===== src/rtl/branch_prog_ctr_pkg.sv =====
// Shared types for the branch program counter: branch-op encodings and FSM states.
package prog_ctr_pkg;

  localparam int unsigned BROP_W = 3;

  typedef enum logic [BROP_W-1:0] {
    BROP_NONE    = 3'd0,
    BROP_JMP_ABS = 3'd1,
    BROP_JMP_REL = 3'd2,
    BROP_BR_ABS  = 3'd3,
    BROP_BR_REL  = 3'd4,
    BROP_CALL    = 3'd5,
    BROP_RET     = 3'd6,
    BROP_HALT    = 3'd7
  } brop_t;

  typedef enum logic {
    S_RUN  = 1'b0,
    S_HALT = 1'b1
  } state_t;

endpackage


===== src/rtl/branch_prog_ctr_if.sv =====
// Control/status bundle between the sequencer front end and the program counter.
interface branch_prog_ctr_if
  import prog_ctr_pkg::*;
#(
  parameter int unsigned L  = 10,
  parameter int unsigned OW = 8,
  parameter int unsigned D  = 4
) ();

  localparam int unsigned DW = $clog2(D + 1);

  logic          i_start;
  logic          i_stall;
  brop_t         i_brop;
  logic          i_cond;
  logic [L-1:0]  i_target;
  logic [OW-1:0] i_offset;
  logic [L-1:0]  o_prog_ctr;
  logic          o_halted;
  logic [DW-1:0] o_stk_depth;
  logic          o_stk_err;

  modport master (
    output i_start, i_stall, i_brop, i_cond, i_target, i_offset,
    input  o_prog_ctr, o_halted, o_stk_depth, o_stk_err
  );

  modport slave (
    input  i_start, i_stall, i_brop, i_cond, i_target, i_offset,
    output o_prog_ctr, o_halted, o_stk_depth, o_stk_err
  );

endinterface


===== src/rtl/branch_prog_ctr_ret_stack.sv =====
// LIFO of return addresses; callers only push when not full and pop when not empty.
module ret_stack #(
  parameter int unsigned L = 10,
  parameter int unsigned D = 4
) (
  input  logic                     i_clk,
  input  logic                     i_reset,
  input  logic                     i_push,
  input  logic                     i_pop,
  input  logic [L-1:0]             i_data,
  output logic [L-1:0]             o_top,
  output logic [$clog2(D+1)-1:0]   o_depth,
  output logic                     o_full,
  output logic                     o_empty
);

  localparam int unsigned DW = $clog2(D + 1);
  localparam int unsigned IW = (D > 1) ? $clog2(D) : 1;
  localparam int unsigned NE = 1 << IW;

  logic [L-1:0]  r_mem [NE];
  logic [DW-1:0] r_depth;
  logic [IW-1:0] w_wr_idx;
  logic [IW-1:0] w_rd_idx;
  logic          w_do_push;
  logic          w_do_pop;

  assign w_wr_idx  = IW'(r_depth);
  assign w_rd_idx  = IW'(r_depth - DW'(1));
  assign o_full    = (r_depth == DW'(D));
  assign o_empty   = (r_depth == '0);
  assign w_do_push = i_push && !o_full;
  assign w_do_pop  = i_pop && !o_empty;
  assign o_top     = r_mem[w_rd_idx];
  assign o_depth   = r_depth;

  // Entry storage carries no reset; the depth count alone defines validity.
  always_ff @(posedge i_clk) begin
    if (w_do_push) begin
      r_mem[w_wr_idx] <= i_data;
    end
  end

  always_ff @(posedge i_clk) begin
    if (i_reset) begin
      r_depth <= '0;
    end else if (w_do_push) begin
      r_depth <= r_depth + DW'(1);
    end else if (w_do_pop) begin
      r_depth <= r_depth - DW'(1);
    end
  end

endmodule


===== src/rtl/branch_prog_ctr.sv =====
// Program counter with absolute/relative jumps, conditional branches, call/return stack and halt.
module branch_prog_ctr
  import prog_ctr_pkg::*;
#(
  parameter int unsigned L  = 10,
  parameter int unsigned OW = 8,
  parameter int unsigned D  = 4
) (
  input  logic               i_clk,
  input  logic               i_reset,
  branch_prog_ctr_if.slave   bus
);

  localparam int unsigned DW = $clog2(D + 1);

  state_t        r_state;
  state_t        w_state_nxt;
  logic [L-1:0]  r_pc;
  logic [L-1:0]  w_pc_nxt;
  logic [L-1:0]  w_pc_inc;
  logic [L-1:0]  w_pc_rel;
  logic [L-1:0]  w_stk_top;
  logic          r_stk_err;
  logic          w_err_nxt;
  logic          w_push;
  logic          w_pop;
  logic          w_full;
  logic          w_empty;
  logic [DW-1:0] w_depth;
  logic          w_frozen;

  assign w_pc_inc = r_pc + L'(1);
  assign w_pc_rel = r_pc + L'($signed(bus.i_offset));
  assign w_frozen = bus.i_start || bus.i_stall;

  ret_stack #(.L(L), .D(D)) u_ret_stack (
    .i_clk   (i_clk),
    .i_reset (i_reset),
    .i_push  (w_push),
    .i_pop   (w_pop),
    .i_data  (w_pc_inc),
    .o_top   (w_stk_top),
    .o_depth (w_depth),
    .o_full  (w_full),
    .o_empty (w_empty)
  );

  always_ff @(posedge i_clk) begin
    if (i_reset) begin
      r_state <= S_RUN;
    end else begin
      r_state <= w_state_nxt;
    end
  end

  // Next-state / next-PC decode; hold requests and S_HALT suppress every update.
  always_comb begin
    w_state_nxt = r_state;
    w_pc_nxt    = r_pc;
    w_err_nxt   = r_stk_err;
    w_push      = 1'b0;
    w_pop       = 1'b0;
    if (!w_frozen && (r_state == S_RUN)) begin
      w_pc_nxt = w_pc_inc;
      case (bus.i_brop)
        BROP_JMP_ABS: w_pc_nxt = bus.i_target;
        BROP_JMP_REL: w_pc_nxt = w_pc_rel;
        BROP_BR_ABS:  if (bus.i_cond) w_pc_nxt = bus.i_target;
        BROP_BR_REL:  if (bus.i_cond) w_pc_nxt = w_pc_rel;
        BROP_CALL: begin
          if (w_full) begin
            w_err_nxt = 1'b1;
          end else begin
            w_push   = 1'b1;
            w_pc_nxt = bus.i_target;
          end
        end
        BROP_RET: begin
          if (w_empty) begin
            w_err_nxt = 1'b1;
          end else begin
            w_pop    = 1'b1;
            w_pc_nxt = w_stk_top;
          end
        end
        BROP_HALT: begin
          w_pc_nxt    = r_pc;
          w_state_nxt = S_HALT;
        end
        default: w_pc_nxt = w_pc_inc;
      endcase
    end
  end

  always_ff @(posedge i_clk) begin
    if (i_reset) begin
      r_pc      <= '0;
      r_stk_err <= 1'b0;
    end else begin
      r_pc      <= w_pc_nxt;
      r_stk_err <= w_err_nxt;
    end
  end

  assign bus.o_prog_ctr  = r_pc;
  assign bus.o_halted    = (r_state == S_HALT);
  assign bus.o_stk_depth = w_depth;
  assign bus.o_stk_err   = r_stk_err;

endmodule


===== src/flat_wrapper.sv =====
// flat-port wrapper written by rule: the top's interface ports become plain ports
module branch_prog_ctr_flat import prog_ctr_pkg::*;
#(
  parameter int unsigned L  = 10,
  parameter int unsigned OW = 8,
  parameter int unsigned D  = 4
)
  (i_clk, i_reset, bus_i_start, bus_i_stall, bus_i_brop, bus_i_cond, bus_i_target, bus_i_offset, bus_o_prog_ctr, bus_o_halted, bus_o_stk_depth, bus_o_stk_err);
  branch_prog_ctr_if #(.L(L), .OW(OW), .D(D)) bus_i ();
  input  logic i_clk;
  input  logic i_reset;
  input wire logic [$bits(bus_i.i_start)-1:0] bus_i_start;
  input wire logic [$bits(bus_i.i_stall)-1:0] bus_i_stall;
  input wire logic [$bits(bus_i.i_brop)-1:0] bus_i_brop;
  input wire logic [$bits(bus_i.i_cond)-1:0] bus_i_cond;
  input wire logic [$bits(bus_i.i_target)-1:0] bus_i_target;
  input wire logic [$bits(bus_i.i_offset)-1:0] bus_i_offset;
  output wire logic [$bits(bus_i.o_prog_ctr)-1:0] bus_o_prog_ctr;
  output wire logic [$bits(bus_i.o_halted)-1:0] bus_o_halted;
  output wire logic [$bits(bus_i.o_stk_depth)-1:0] bus_o_stk_depth;
  output wire logic [$bits(bus_i.o_stk_err)-1:0] bus_o_stk_err;
  assign bus_i.i_start = bus_i_start;
  assign bus_i.i_stall = bus_i_stall;
  assign bus_i.i_brop = bus_i_brop;
  assign bus_i.i_cond = bus_i_cond;
  assign bus_i.i_target = bus_i_target;
  assign bus_i.i_offset = bus_i_offset;
  assign bus_o_prog_ctr = bus_i.o_prog_ctr;
  assign bus_o_halted = bus_i.o_halted;
  assign bus_o_stk_depth = bus_i.o_stk_depth;
  assign bus_o_stk_err = bus_i.o_stk_err;
  branch_prog_ctr #(.L(L), .OW(OW), .D(D)) u_core (.i_clk(i_clk), .i_reset(i_reset), .bus(bus_i));
endmodule

===== config.mk =====
export PLATFORM = sky130hd
export DESIGN_NAME = branch_prog_ctr_flat
export DESIGN_NICKNAME = d
export VERILOG_FILES = /design/src/rtl/branch_prog_ctr_pkg.sv /design/src/rtl/branch_prog_ctr_if.sv /design/src/rtl/branch_prog_ctr_ret_stack.sv /design/src/rtl/branch_prog_ctr.sv /design/src/flat_wrapper.sv
export SDC_FILE = /design/constraint.sdc
export NUM_CORES = 1
export LEC_CHECK = 0
export CAP_MARGIN = 0
export CORE_MARGIN = 2
export CORE_UTILIZATION = 25
export DETAILED_ROUTE_END_ITERATION = 8
export DONT_BUFFER_PORTS = 1
export HOLD_SLACK_MARGIN = 0.06
export MAX_ROUTING_LAYER = met4
export PLACE_DENSITY_LB_ADDON = 0.25
export SLEW_MARGIN = 20
export SYNTH_ARGS = -nofsm -noshare
export SYNTH_HDL_FRONTEND = slang
export SYNTH_SLANG_ARGS = --single-unit

===== constraint.sdc =====
create_clock -name i_clk -period 5.53 [get_ports i_clk]
set_input_delay 0.553 -clock i_clk [delete_from_list [all_inputs] [get_ports i_clk]]
set_output_delay 0.553 -clock i_clk [all_outputs]
set_load 0.01 [all_outputs]

### Yosys cells after proc, flatten, opt, wreduce, memory -nomap -nowiden

Memory sizes are Yosys's and may differ from the RTL's.
Cells that the tools add are included.

* bits in registers: 15
* memory bits (writable): 40
* input port bits: 26
* logic and storage cells: 52
* memories: 1

Memories
* u_core.u_ret_stack.r_mem: words 4, bits a word 10, rd ports 1, clocked after memory_dff 0, wr ports 1, RTL line branch_prog_ctr_ret_stack.sv:21 `logic [L-1:0] r_mem [NE];`

* add/sub/neg operators: 4
* equality and inequality tests: 10
* multiplexer cells: 18
* bitwise operators: 2
* reductions and logical operators: 13

Operators by type and width (count)
* 10-bit case mux with 7 select lines: 1
* 10-bit two-way mux: 4
* 3-bit equality test (second input constant): 5
* 10-bit by 1-bit adder with 10-bit output (second input constant): 1
* 10-bit adder: 1
* 1-bit two-way mux: 10
* 3-bit by 2-bit equality test with 1-bit output (second input constant): 2
* 3-bit two-way mux: 2
* 2-bit != test (second input constant): 2
* 2-bit AND reduction: 2
* 4-bit AND reduction: 1
* 2-bit nonzero test: 2
* 3-bit by 1-bit adder with 3-bit output (second input constant): 1
* 3-bit by 1-bit equality test with 1-bit output (second input constant): 1
* 1-bit logical AND: 3
* 1-bit logical NOT: 3
* 3-bit logical NOT: 1
* 3-bit by 1-bit subtractor with 3-bit output (second input constant): 1
* 1-bit NOT: 2
* 1-bit case mux with 2 select lines: 1
* 1-bit logical OR: 1

### Depth between registers and ports, before layout

Gate-level depths: netlist (run 1).

* word-level depth: 7
* mapped depth: 11
* mapped depth without buffers: 9

### Hierarchy

A second synthesis (run 1) with hierarchy kept.

* cells, all modules: 300
* area total of the unflattened synthesis: 3409.5 um^2

By module, submodules not included
* ret_stack: times used 1, cells each 85, area an instance 1742.9 um^2
* branch_prog_ctr: times used 1, cells each 215, area an instance 1666.6 um^2

### Worst setup path after synthesis (run 1)

Ideal clock, no wire load.

* path kind: register to register
* from: register u_core.u_ret_stack.r_depth[0] (netlist: u_core.u_ret_stack.o_depth[0])
* to: register u_core.r_pc[0] (netlist: u_core.bus.o_prog_ctr[0])
* arrival time: 2.404 ns
* data required time: 5.401 ns
* setup slack: 2.997 ns
* cell stages (with the launch flop): 11
* cell sequence: dfxtp_1 buf_2 inv_1 ha_1 clkbuf_1 mux4_2 and2_1 a221oi_2 o211ai_1 o21ai_0 nor2_1

* cells in the longest elaborated chain, start to end: 4
* elaborated cells on any way between the ends: 7

RTL lines
* from (decl): RTL line branch_prog_ctr_ret_stack.sv:22 `logic [DW-1:0] r_depth;`
* from (signal assigned): RTL line branch_prog_ctr_ret_stack.sv:48 `r_depth <= r_depth + DW'(1);`
* from (signal assigned): RTL line branch_prog_ctr_ret_stack.sv:50 `r_depth <= r_depth - DW'(1);`
* 3-bit by 1-bit subtractor with 3-bit output: RTL line branch_prog_ctr_ret_stack.sv:29 `assign w_rd_idx = IW'(r_depth - DW'(1));`
* memory 4 x 10 bit
* 10-bit two-way mux: RTL line branch_prog_ctr.sv:79 `if (w_empty) begin`
* 10-bit case mux with 7 select lines *: RTL line branch_prog_ctr.sv:65 `case (bus.i_brop)`
* to (signal assigned): RTL line branch_prog_ctr.sv:100 `r_pc <= w_pc_nxt;`
* to (decl): RTL line branch_prog_ctr.sv:18 `logic [L-1:0] r_pc;`

Every way passes the cells marked *; elsewhere a longest branch is shown, timed or not.
A chain may end at the register's enable or synchronous reset.

### Worst setup path after layout (run 1)

* from: register u_core.u_ret_stack.r_depth[0] (netlist: u_core.u_ret_stack.o_depth[0])
* to: register u_core.u_ret_stack.r_depth[2] (netlist: u_core.u_ret_stack.o_depth[2])

* cells in the longest elaborated chain, start to end: 6
* elaborated cells on any way between the ends: 17

RTL lines
* 3-bit equality test or 3-bit logical NOT (tied branches): RTL line branch_prog_ctr_ret_stack.sv:30, branch_prog_ctr_ret_stack.sv:31
* 1-bit two-way mux (on tied branches): RTL line branch_prog_ctr.sv:71, branch_prog_ctr.sv:79
* 1-bit two-way mux: RTL line branch_prog_ctr.sv:65
* 1-bit two-way mux: RTL line branch_prog_ctr.sv:63 `if (!w_frozen && (r_state == S_RUN)) begin`
* 1-bit logical AND (on tied branches): RTL line branch_prog_ctr_ret_stack.sv:32, branch_prog_ctr_ret_stack.sv:33
* 3-bit two-way mux or 2-bit nonzero test (tied branches)

Parallel ways exist; a longest one is shown, timed or not. The select of a mux whose other input is x is not followed.

==> results by group, run 1 <==
Detailed routing
  – Via Count: around 2.2k
  – Drt wl/cell: 18.37 um
  – Routed WL: slightly above 8000 um
  – Initial drt markers: approximately 210
  – Final ANT Viol Nets: 0
  – Drt first pass iters: 4
  – Drc violations: 0
  – Vias per Instance: a little under 5

Cells and area
  – Most frequent cells in the layout: 40 x edfxtp_1, 25 x nand2_1, 18 x nor2_1
  – Post-route cell area: approximately 3500 um2
  – Most common cell after layout, fill and taps aside: edfxtp_1
  – Layout cell share with drive strength beyond 1: 0.1011
  – Post-Layout Cell Count: 449
  – Nets: roughly 320
  – Synth-to-layout area growth: 10.01%
  – Antenna diodes: 0
  – Final Util: 0.2801

Pwr
  – Cell Pwr Density: around 260 nW/um2
  – Leakage: 1.197 nW
  – Tot Pwr: ~900 uW
  – Worst vdd ir: ~0.00013 V

Synth
  – Seq/Total Area, Yosys: 0.4711
  – FFs w/ async S/R, synth: 0
  – Mean Syn Cell Area: roughly 11 um2
  – Synthesized flop and latch total: 55
  – Number of synthesis warnings: 0
  – Synthesized Nets: 322
  – Gate Count Post-Synth: 279
  – Distinct cells, synth: 58
  – Synthesized cell area: between 3000 and 4000 um2
  – EDFF count, synth: 40
  – Ys flop type: edfxtp_1

Die
  – Die area: around 14000 um2
  – Die W: 116.9 um
  – I/O pins: ~40
  – Core ar.: around 13000 um2
  – Row Count: just over 40
  – Starting Density: 0.2546
  – Die Y-Extent: 116.9 um

Timing
  – RSZ-0062 raised after global routing: no
  – Count of final hold-check violations: 0
  – Setup Viol. Count Final: 0
  – Final WS setup: roughly 2500 ps
  – Hold_ws: about 320 ps
  – Final Cycle Share: 0.5487
  – Setup TNS: 0 ps
  – Min Tclk post-route: 3034 ps
  – Max Slew Vio Count: 0
  – Maximum clock rate: about 330 MHz
  – Measured slew at the worst slew-check pin: ~910 ps
  – Worst rel slew slack: 0.3941
  – Clk_skew: 5.682 ps

Clock network
  – CTS root buf: clkbuf_16
  – H-tree depth: 2
  – Clk Latency, worst-skew pair: about 300 ps
  – Num CTS Buffers: 5
  – CTS Buffer Depth: 2
  – # clock sinks: 55
  – Hold Buf Count CTS: 0
  – Number of setup buffers added after CTS: 0
  – CTS tree: done
  – Clock-pin slew on the worst setup and hold paths: roughly 80 ps
  – CTS resizes: 0

GRT
  – Congestion Overflow GR: 0
  – First-pass GRT wire length: 12700 um
  – Largest net degree at the start of global routing: 22
  – Vias in the first global route: between 2k and 2.5k
  – Initial antenna violation count: 0
  – GRT Util Overall: 0.1287

Setup path
  – Required time worst endpoint: between 5000 and 6000 ps
  – Crit path max fanout: 14
  – WS Path Type: reg2reg
  – Critical-path cell list: inv_1 -> ha_1 -> ha_1 -> nor4bb_1 -> buf_4 -> o21ai_0 -> a21oi_1 -> o22ai_1 -> nor2_1
  – CP max stage cell: dfxtp_1
  – Reg-to-reg slack, setup: 2500 ps
  – Crit-path leading delay family: flip-flops
  – CP arrival: between 3000 and 4000 ps
  – CP bufs+invs: 2
  – Worst setup EP type: flop
  – Startpoint type of the worst setup path: flop
  – CP most frequent cell: ha_1
  – CP peak stage delay: slightly above 900 ps

Placed design
  – Placed wire-length estimate: a little over 6000 um
  – Area after DPL: between 3000 and 4000 um2
  – Dpl cells: ~440
  – Pre-CTS WS: 2421 ps
  – Routability Congestion: about 0.76
  – Port-buffer cells: 0

Outcome
  – Outcome: finished clean

Worst hold path
  – Type of the worst min-delay path: in2reg

Job
  – Max capacitance violation total: 0
-- final cells by class --
type                    count  area, um2
clock buffers               5      125.1
inverters                  10      37.54
fillers                  1307       9011
well taps                 172      215.2
repair buffers              1      7.507
multi-input cells         203       1590
flip-flops and latches     55       1501
clock inverters             3      28.78
-- synth_stat cells (2+ instances only) --
cell | count | share of area
o21a_1 | 2 | 0.0047
and3_1 | 9 | 0.018
a211oi_1 | 3 | 0.0071
o221ai_1 | 2 | 0.0055
xor2_1 | 5 | 0.014
nand2_1 | 25 | 0.029
ha_1 | 16 | 0.063
a311oi_1 | 2 | 0.0055
nand3_1 | 6 | 0.0094
a21o_1 | 3 | 0.0071
o21ai_0 | 8 | 0.013
a22oi_1 | 4 | 0.0094
buf_2 | 4 | 0.0063
dfxtp_1 | 15 | 0.094
a222oi_1 | 3 | 0.0094
o21bai_1 | 3 | 0.0071
nand2b_1 | 4 | 0.0079
o22ai_1 | 2 | 0.0039
mux4_2 | 10 | 0.071
clkbuf_1 | 3 | 0.0035
a31oi_1 | 7 | 0.014
nor2_1 | 18 | 0.021
xnor2_1 | 10 | 0.027
nor3_1 | 5 | 0.0079
inv_1 | 10 | 0.012
nand4_1 | 4 | 0.0079
nor4_1 | 2 | 0.0039
edfxtp_1 | 40 | 0.38
nor2b_1 | 2 | 0.0039
and2_1 | 3 | 0.0059
a21oi_1 | 16 | 0.025
buf_4 | 3 | 0.0071
a221o_1 | 2 | 0.0063
nand3b_1 | 4 | 0.0094
-- state kept, by name (all words and copies together), names as in the netlist --
signal / flops
u_core.u_ret_stack.r_mem: 40
u_core.u_ret_stack.o_depth: 3
u_core.bus.o_stk_err: 1
u_core.bus.o_prog_ctr: 10
u_core.bus.o_halted: 1
-- per-layer routing --
layer | GRT usage | part of all wire
met1 | 0.1595 | 0.43
met2 | 0.1942 | 0.46
met3 | 0.05561 | 0.099
met4 | 0.03216 | 0.012
met5 | - | 0
-- worst register-to-register path, delay by kind of cell (launching register included) --
| kind | cells | cell delay (ps) |
|---|---|---|
| buffers and inverters | 2 | 480 |
| and+or+nand+nor | 2 | 540 |
| DFF | 1 | 920 |
| adders and majority gates | 2 | 520 |
| AOI/OAI and AO/OA | 3 | 520 |
-- where the power goes --
part           internal, mW  leakage (nW)  switching [mW]  total (mW)
Combinational        0.0496         0.638          0.0655       0.115
Clock                 0.174        0.0763           0.163       0.337
Sequential            0.451         0.482          0.0186       0.469
Total                 0.675          1.20           0.247       0.921
-- final timing paths --
path | startpoint | endpoint | depth (start not counted)
worst min register to register | u_core.bus.o_stk_err | u_core.bus.o_stk_err | 2
worst min-delay path | i_reset | u_core.bus.o_prog_ctr[0] | 1
worst max register to register | u_core.u_ret_stack.o_depth[0] | u_core.u_ret_stack.o_depth[2] | 9
worst max-delay path | u_core.u_ret_stack.o_depth[0] | u_core.u_ret_stack.o_depth[2] | 9
-- cell families (layout without fill, tap and decap cells) --
group,after synthesis,after routing,share of synthesized area
simple gates,88,88,0.1468
fa+ha+maj,17,17,0.06910
mux,11,11,0.07381
xor+xnor,16,16,0.04633
buf+inv,21,19,0.02984
flops,55,55,0.4711
compound gates,71,71,0.1629
Power figures use the tool's default switching activity.
==> run 2, diff against run 1 <==
- clock period: 5.53 -> 2.8 ns (I/O delays scaled with it)
==> results by group, run 2 (same netlist as run 1, synthesis figures left out) <==
Outcome
  – Outcome: finished clean

Detailed routing
  – Via Count: 2254 (+1.4%)
  – Met2 WL: 3382 um (-11%)
  – Drt first pass iters: 4 (unchanged)
  – DR WL met3: 652 um (-20%)
  – Drc violations: 0 (unchanged)
  – Routed WL: 8018 um (-2.8%)
  – Initial drt markers: 238 (+11%)
  – Top routing layer used: met4
  – Final ANT Viol Nets: 0 (unchanged)
  – Vias per Instance: 4.921 (-0.55%)
  – Drt wl/cell: 17.51 um (-4.7%)
  – M1 wire length: 3869 um (+9.4%)

Clock network
  – Clk Latency, worst-skew pair: 300 ps (about the same)
  – H-tree depth: 2 (unchanged)
  – CTS tree: done
  – Clock-pin slew on the worst setup and hold paths: 80 ps (about the same)
  – CTS Buffer Depth: 2 (unchanged)
  – Number of setup buffers added after CTS: 0 (unchanged)
  – CTS root buf: clkbuf_16
  – Num CTS Buffers: 5 (unchanged)
  – # clock sinks: 55 (unchanged)

Setup path
  – Reg-to-reg slack, setup: 360 ps (-2140 ps)
  – Crit-path leading delay family: compound AO/OA/AOI/OAI gates
  – CP peak stage delay: 590 ps (-330 ps)
  – Critical-path cell list: inv_1 -> ha_1 -> mux4_2 -> nand2_1 -> o21ai_0 -> o21a_1 -> o221ai_1 -> a21oi_1
  – WS Path Type: reg2reg
  – Required time worst endpoint: 2960 ps (-2810 ps)
  – CP arrival: 2600 ps (-670 ps)
  – Startpoint type of the worst setup path: flop
  – Worst setup EP type: flop
  – Crit path max fanout: 9 (-5)
  – CP max stage cell: ha_1
  – CP bufs+invs: 1 (-1)

Die
  – Core ar.: 12520 um2 (unchanged)
  – Die Y-Extent: 116.9 um (unchanged)
  – Starting Density: 0.2546 (unchanged)
  – Row Count: 41 (unchanged)
  – Die W: 116.9 um (unchanged)
  – I/O pins: 41 (unchanged)
  – Die area: 13670 um2 (unchanged)

Cells and area
  – Nets: 328 (+2.8%)
  – Final Util: 0.2874 (+0.007297)
  – Antenna diodes: 0 (unchanged)
  – Layout cell share with drive strength beyond 1: 0.1259 (+0.02479)
  – Number of flip-flops in the largest register: 40 (unchanged)
  – Synth-to-layout area growth: 12.88%
  – Largest register by flop count: u_core.u_ret_stack.r_mem
  – Most frequent cells in the layout: 40 x edfxtp_1, 25 x nand2_1, 18 x nor2_1
  – Post-route cell area: 3597 um2 (+2.6%)
  – Most common cell after layout, fill and taps aside: edfxtp_1

Timing
  – RSZ-0062 raised after global routing: no
  – Setup Viol. Count Final: 0 (unchanged)
  – Hold_ws: 136.5 ps (-179.0 ps)
  – Final Cycle Share: 0.8713 (+0.3226)
  – Min Tclk post-route: 2440 ps (-594.7 ps)
  – Clk_skew: 9.145 ps (+3.463 ps)
  – Maximum clock rate: 409.9 MHz (+24%)
  – Count of final hold-check violations: 0 (unchanged)
  – Worst rel slew slack: 0.5828 (+0.1887)
  – Measured slew at the worst slew-check pin: 623.8 ps (-283.9 ps)
  – Max Slew Vio Count: 0 (unchanged)
  – Setup TNS: 0 ps (unchanged)

GRT
  – GRT Util Overall: 0.1262 (-0.002557)
  – First-pass GRT wire length: 12450 um (-2.0%)
  – Congestion Overflow GR: 0 (unchanged)
  – Vias in the first global route: 2134 (-3.8%)
  – Largest net degree at the start of global routing: 20 (-9.1%)
  – Initial antenna violation count: 0 (unchanged)

Worst hold path
  – Type of the worst min-delay path: in2reg

Pwr
  – Tot Pwr: 1.912 mW (+110%)
  – Worst vdd ir: 0.0002485 V (+93%)
  – Leakage: 1.253 nW (+4.7%)
  – Cell Pwr Density: 531.4 nW/um2 (+100%)

Placed design
  – Routability Congestion: 0.7876 (+3.4%)
  – Placed wire-length estimate: 6004 um (-1.9%)
  – Area after DPL: 3412 um2 (+1.8%)
  – Port-buffer cells: 0 (unchanged)

Job
  – Max capacitance violation total: 0 (unchanged)
==> run 2: routing by layer <==
layer | GRT usage | vias up
met4 | 0.03686 | 0
met1 | 0.1710 | 1086
li1 | - | 1096
met3 | 0.04531 | 8
met2 | 0.1773 | 64
met5 | - | -
==> run 2: report_power, final <==
part           switching [mW]  total (mW)  leakage (nW)  internal (mW)
combinational           0.145       0.250         0.685          0.105
sequential             0.0246       0.915         0.482          0.890
clock                   0.315       0.747        0.0863          0.432
total                   0.484        1.91          1.25           1.43
==> run 2: worst paths after layout <==
check / startpoint / endpoint / depth (start not counted)
setup reg to reg: u_core.u_ret_stack.o_depth[1] / u_core.bus.o_prog_ctr[7] / 8
hold reg to reg: u_core.bus.o_stk_err / u_core.bus.o_stk_err / 2
setup / recovery: u_core.u_ret_stack.o_depth[1] / u_core.bus.o_prog_ctr[7] / 8
hold / removal: bus_i_brop[2] / u_core.bus.o_stk_err / 2
==> run 2: worst register-to-register path: cells and delay by family (launching register included) <==
kind                       cells  cell delay, ps
AOI/OAI and AO/OA              4             630
adders and majority gates      1             590
DFF                            1             470
muxes                          1             400
buffers and inverters          1             100
and+or+nand+nor                1             100
==> run 2: cell type report <==
type                       count  area, um2
inverter                      10      37.54
clock inverter                 3      50.05
timing repair buffer          10      77.57
tap                          172      215.2
clock buffer                   5      125.1
fill                        1320       8920
sequential                    55       1501
multi-input combinational    203       1590
==> run 2: through the flow <==
step	worst slack, ps	cells
after floorplan	266.9	279
after global placement	422.1	449
after detailed placement	399.7	449
after CTS	389.7	458
after global routing	185.1	458
final	360.3	458
==> run 2: timing repair <==
action / in CTS / in global routing
hold buffers: 1 / 0
gates resized for setup: 0 / 0
hold endpoints to repair: 13 / 0
